### src/rtl/pipelined_adder.sv
// Elastic WIDTH-bit adder/subtractor; the carry chain is cut into STAGES chunks, one per clock.
// Define PIPELINED_ADDER_SAT_EN to add the Sat input that clamps overflowing results.
module pipelined_adder #(
  parameter int WIDTH  = 32,
  parameter int STAGES = 4
) (
  input  logic             clk,
  input  logic             rst,
  input  logic             in_valid,
  output logic             in_ready,
  input  logic [WIDTH-1:0] A,
  input  logic [WIDTH-1:0] B,
  input  logic             Sub,
  input  logic             Cin,
`ifdef PIPELINED_ADDER_SAT_EN
  input  logic             Sat,
`endif
  output logic             out_valid,
  input  logic             out_ready,
  output logic [WIDTH-1:0] Sum,
  output logic             Cout,
  output logic             Ovf,
  output logic             Zero
);
  localparam int CW  = WIDTH / STAGES;
  localparam int NOP = (STAGES > 1) ? STAGES - 1 : 1;

  logic [STAGES-1:0] valid_vec;
  logic [STAGES-1:0] adv;
  logic [STAGES-1:0] carry_vec;
  logic [WIDTH-1:0]  psum_arr [STAGES];
  logic [WIDTH-1:0]  opa_arr  [NOP];
  logic [WIDTH-1:0]  opb_arr  [NOP];
`ifdef PIPELINED_ADDER_SAT_EN
  logic [NOP-1:0]    sat_vec;
`endif
  logic [WIDTH-1:0]  b_eff;

  assign b_eff = Sub ? ~B : B;

  genvar gi;
  generate
    for (gi = 0; gi < STAGES; gi++) begin : g_stage
      logic             v_in, c_in;
      logic [WIDTH-1:0] s_in, s_new, s_load;
      logic [CW-1:0]    a_ch, b_ch;
      logic [CW:0]      chunk;
      logic             v_q, v_d, c_q, c_d;
      logic [WIDTH-1:0] s_q, s_d;

      // A stage may load whenever some stage between it and the output has room.
      assign adv[gi] = out_ready || !(&valid_vec[STAGES-1:gi]);

      if (gi == 0) begin : g_src_port
        assign v_in = in_valid;
        assign c_in = Sub | Cin;
        assign s_in = '0;
        assign a_ch = A[CW-1:0];
        assign b_ch = b_eff[CW-1:0];
      end else begin : g_src_reg
        assign v_in = valid_vec[gi-1];
        assign c_in = carry_vec[gi-1];
        assign s_in = psum_arr[gi-1];
        assign a_ch = opa_arr[gi-1][CW-1:0];
        assign b_ch = opb_arr[gi-1][CW-1:0];
      end

      assign chunk = {1'b0, a_ch} + {1'b0, b_ch} + {{CW{1'b0}}, c_in};

      always_comb begin
        s_new = s_in;
        s_new[gi*CW +: CW] = chunk[CW-1:0];
      end

      always_comb begin
        v_d = adv[gi] ? v_in : v_q;
        c_d = c_q;
        s_d = s_q;
        if (adv[gi] && v_in) begin
          c_d = chunk[CW];
          s_d = s_load;
        end
      end

      always_ff @(posedge clk) begin
        if (rst) begin
          v_q <= 1'b0;
          c_q <= 1'b0;
          s_q <= '0;
        end else begin
          v_q <= v_d;
          c_q <= c_d;
          s_q <= s_d;
        end
      end

      assign valid_vec[gi] = v_q;
      assign carry_vec[gi] = c_q;
      assign psum_arr[gi]  = s_q;

      if (gi == STAGES - 1) begin : g_last
        logic ovf_c, ovf_q, ovf_d;

        // The final chunk holds both operand MSBs (B already inverted for Sub).
        assign ovf_c = (a_ch[CW-1] == b_ch[CW-1]) && (chunk[CW-1] != a_ch[CW-1]);

`ifdef PIPELINED_ADDER_SAT_EN
        logic sat_c;
        if (gi == 0) begin : g_sat_port
          assign sat_c = Sat;
        end else begin : g_sat_reg
          assign sat_c = sat_vec[gi-1];
        end
        always_comb begin
          s_load = s_new;
          if (sat_c && ovf_c)
            s_load = a_ch[CW-1] ? {1'b1, {(WIDTH-1){1'b0}}} : {1'b0, {(WIDTH-1){1'b1}}};
        end
`else
        assign s_load = s_new;
`endif

        always_comb begin
          ovf_d = ovf_q;
          if (adv[gi] && v_in) ovf_d = ovf_c;
        end

        always_ff @(posedge clk) begin
          if (rst) ovf_q <= 1'b0;
          else     ovf_q <= ovf_d;
        end

        assign Ovf = ovf_q;
      end else begin : g_mid
        logic [WIDTH-1:0] a_full, b_full;
        logic [WIDTH-1:0] a_q, a_d, b_q, b_d;

        if (gi == 0) begin : g_op_port
          assign a_full = A;
          assign b_full = b_eff;
        end else begin : g_op_reg
          assign a_full = opa_arr[gi-1];
          assign b_full = opb_arr[gi-1];
        end

        assign s_load = s_new;

        // Operands shift down so the next chunk always sits in the low CW bits.
        always_comb begin
          a_d = a_q;
          b_d = b_q;
          if (adv[gi] && v_in) begin
            a_d = a_full >> CW;
            b_d = b_full >> CW;
          end
        end

        always_ff @(posedge clk) begin
          if (rst) begin
            a_q <= '0;
            b_q <= '0;
          end else begin
            a_q <= a_d;
            b_q <= b_d;
          end
        end

        assign opa_arr[gi] = a_q;
        assign opb_arr[gi] = b_q;

`ifdef PIPELINED_ADDER_SAT_EN
        logic sat_src, sat_q, sat_d;
        if (gi == 0) begin : g_sat_port
          assign sat_src = Sat;
        end else begin : g_sat_reg
          assign sat_src = sat_vec[gi-1];
        end
        always_comb begin
          sat_d = sat_q;
          if (adv[gi] && v_in) sat_d = sat_src;
        end
        always_ff @(posedge clk) begin
          if (rst) sat_q <= 1'b0;
          else     sat_q <= sat_d;
        end
        assign sat_vec[gi] = sat_q;
`endif
      end
    end

    if (STAGES == 1) begin : g_no_ops
      assign opa_arr[0] = '0;
      assign opb_arr[0] = '0;
`ifdef PIPELINED_ADDER_SAT_EN
      assign sat_vec[0] = 1'b0;
`endif
    end
  endgenerate

  assign in_ready  = adv[0];
  assign out_valid = valid_vec[STAGES-1];
  assign Sum       = psum_arr[STAGES-1];
  assign Cout      = carry_vec[STAGES-1];
  // Qualified by out_valid so the flag reads 0 out of reset, like the other flags.
  assign Zero      = out_valid && (Sum == '0);

endmodule

### config.mk
export PLATFORM = sky130hd
export DESIGN_NAME = pipelined_adder
export DESIGN_NICKNAME = d
export VERILOG_FILES = /design/src/rtl/pipelined_adder.sv
export SDC_FILE = /design/constraint.sdc
export NUM_CORES = 1
export LEC_CHECK = 0
export CAP_MARGIN = 40
export CORE_ASPECT_RATIO = 0.7
export CORE_MARGIN = 2
export CORE_UTILIZATION = 60
export CTS_BUF_LIST = sky130_fd_sc_hd__clkbuf_8
export CTS_CLUSTER_DIAMETER = 100
export DETAILED_ROUTE_END_ITERATION = 7
export PLACE_DENSITY_LB_ADDON = 0.2
export SKIP_CTS_REPAIR_TIMING = 1
export SYNTH_ARGS = -nofsm -noshare
export SYNTH_HDL_FRONTEND = slang
export SYNTH_SLANG_ARGS = --single-unit
### constraint.sdc
create_clock -name clk -period 6.9 [get_ports clk]
set_clock_uncertainty 0.05 [all_clocks]
set_input_delay 1.725 -clock clk [delete_from_list [all_inputs] [get_ports clk]]
set_output_delay 1.725 -clock clk [all_outputs]
set_load 0.02 [all_outputs]
==> summary.txt <==
Die
  – Die Wd: around 140 um
  – Num rows: 35
  – Die span in y: 101 um
  – Starting Density: between 60 and 70%
  – Ports: between 100 and 150
  – Core footprint: approximately 13000 sq um
  – Die area: roughly 14000 sq um

Setup path
  – Crit end category: output pin
  – Crit Path Max Fanout: 5
  – Slowest stage cell, crit path: clkdlybuf4s50_1
  – R2R cell count: 5
  – Crit path cell chain: clkdlybuf4s50_1, and4b_1, nand2_1, clkdlybuf4s50_1
  – CP most frequent cell: clkdlybuf4s50_1
  – CP max stage delay: 580 ps
  – R2r startpoint: g_stage[2].v_q$_SDFFE_PP0N_
  – CP Launch Type: input pin
  – CP arrival: roughly 3400 ps
  – R2r endpoint: g_stage[0].g_mid.b_q[11]$_SDFFE_PP0P_
  – Reg2reg setup slack: between 4000 and 5000 ps
  – CP Data Required Time: just over 5000 ps
  – Critical path class: in2out

Placement
  – Final RePlAce weighted congestion: slightly below 0.9
  – Port bufs: approximately 110
  – HPWL after DPL: ~13000 um

Flow run
  – Max-Cap Viols: 0

Timing
  – Period utilisation layout: roughly 74%
  – Final setup viols: 0
  – Fin Setup TNS: 0 ps
  – Fmax: roughly 200 MHz
  – Final Hold Viols: 0
  – Worst hold slack: between 400 and 500 ps
  – RSZ-0062 raised after global routing: false
  – Worst-Margin Slew: between 800 and 900 ps
  – Pins Over Slew Limit: 0
  – Slew margin rel.: between 40% and 50%
  – Post-route minimum period: 5120 ps

Global route
  – Gr usage total: a little over a quarter
  – Vias in the first global route: between 6k and 7k
  – Initial antenna violation count: 0
  – Largest net degree at the start of global routing: 79
  – Grt total ovfl: 0
  – First-pass GRT wire length: roughly 30000 um

Cells and area
  – Area growth, synth to finish: 18.5%
  – Commonest non-fill, non-tap cell in the layout: nand2_1
  – Ant diodes: 0
  – Fill count: roughly 1.1k
  – Final nets: 1160
  – Share of layout cells above drive strength 1: about 4.6%
  – Commonest cells after routing, fill and taps aside: nand2_1, dfxtp_1, a21oi_1
  – Core Util, Final: ~73%

CTS
  – Htree depth: 4
  – Clk slew on worst S/H paths: between 100 and 150 ps
  – CTS root buf: clkbuf_8
  – Clock Sinks: between 150 and 200
  – Worst-Skew Late Latency: roughly 480 ps
  – Clock Path Buffers: 2
  – TritonCTS Buffers: 17
  – CTS tree: built

Drt
  – DR DRC count: 0
  – Wire length per cell: 14.8 um
  – DRT Wirelength: between 15000 and 20000 um
  – Antenna Nets Post-Route: 0
  – Post-DR vias/cell: approximately 5.6
  – Detailed Routing Iterations Pass 1: 5
  – Starting DRT DRC Count: 400
  – Via count: between 6k and 7k

Worst hold path
  – Min-delay src: g_stage[1].g_mid.a_q[14]$_SDFFE_PP0P_
  – HP Class: reg2reg
  – Worst Hold Endpoint: g_stage[2].g_mid.a_q[6]$_SDFFE_PP0P_
  – Worst hold stages: 2

Outcome
  – Outcome: finished, final reports clean

Power
  – Lkg Pwr: ~3.5 nW
  – Pwr dens: ~220 nW/um^2
  – Worst vdd ir: about 0.15 mV

Logic synthesis
  – Async S/R FF share, synth: 0%
  – Synthesized cell area: 8040 sq um
  – Yosys warns: 0
  – Avg Synthesized Cell Area: between 8 and 9 sq um
  – Sequential area share after synthesis: around 46%
  – Post-Synthesis Cells: about 990
  – Count of cell types in the netlist: 47
  – Predominant post-synthesis flop cell: dfxtp_1
  – Syn_nets: between 1k and 1.5k
  – Flops & latches, synth: about 190
  – Number of flops mapped to enable cells by yosys: 0
[per-stage QoR]
step | power, mW | instances | setup WS (ps) | area, sq um
2_1_floorplan | 1.30 | 987 | 2900 | 8040
3_3_place_gp | 1.38 | 1199 | 1800 | 9100
3_5_place_dp | 1.39 | 1201 | 1800 | 9140
4_1_cts | 2.09 | 1233 | 1780 | 9530
5_1_grt | 2.16 | 1233 | 1730 | 9530
6_report | 2.08 | 1233 | 1780 | 9530
[cell usage after synthesis, types with 8 or more instances]
| cell | n | share of area (%) |
|---|---|---|
| nand2_1 | 279 | 13 |
| dfxtp_1 | 185 | 46 |
| a21oi_1 | 158 | 9.8 |
| clkbuf_1 | 48 | 2.2 |
| nor2_1 | 42 | 2.0 |
| a211oi_1 | 37 | 3.5 |
| xnor2_1 | 29 | 3.2 |
| ha_1 | 28 | 4.4 |
| nand3_1 | 23 | 1.4 |
| buf_2 | 13 | 0.81 |
| nand4_1 | 12 | 0.93 |
| xor2_1 | 11 | 1.2 |
| o21ai_0 | 10 | 0.62 |
| a21o_1 | 8 | 0.75 |
| fa_1 | 8 | 2.0 |
[flip-flops by register name, summed over array words and instances (netlist names)]
name and flops:
g_stage.v_q 3, g_stage.s_q 48, g_stage.g_mid.a_q 48, Ovf 1, out_valid 1, g_stage.c_q 3
Sum 32, g_stage.g_mid.b_q 48, Cout 1
[cell type report]
| type | count | area [sq um] | area share, % |
|---|---|---|---|
| Sequential cell | 185 | 3700 | 38.9 |
| Clock inverter | 15 | 150 | 1.58 |
| Inverter | 7 | 26.3 | 0.276 |
| Clock buffer | 17 | 234 | 2.46 |
| Tap cell | 166 | 208 | 2.18 |
| Timing Repair Buffer | 116 | 1160 | 12.1 |
| Multi-Input combinational cell | 727 | 4050 | 42.5 |
[layer usage]
metal | wire length (um) | vias to the layer above | global-route usage (%)
met1 | 8600 | 3203 | 35.7
met3 | 862 | 31 | 5.99
li1 | - | 3511 | -
met4 | 324 | 0 | 7.77
met5 | 0 | - | 0
met2 | 8480 | 158 | 44.2
[worst max path at each step]
stage,startpoint,endpoint,slack [ps],cells past startpoint
after global routing,out_ready,in_ready,1730,4
after CTS,out_ready,in_ready,1780,4
final,out_ready,in_ready,1780,4
after detailed placement,out_ready,in_ready,1800,4
after floorplan,out_ready,in_ready,2900,3
after global placement,out_ready,in_ready,1800,4
[worst max-delay path, delay by kind of cell]
family | cells | cell delay (ps)
buffers and inverters | 2 | 1060
and+or+nand+nor | 2 | 570
[power breakdown]
part | internal, mW | total [mW] | switching, mW
combinational | 0.106 | 0.237 | 0.131
clock | 0.273 | 0.711 | 0.439
sequential | 1.11 | 1.13 | 0.0252
total | 1.49 | 2.08 | 0.595
[cells by family after synthesis]
logic type,count (synthesis),synth area share (%)
simple gates,397,20.8
compound gates,254,18.7
flops,185,46.1
buf+inv,75,3.70
xor+xnor,40,4.36
fa+ha+maj,36,6.35
No activity file was read; power rests on OpenSTA's default activity.
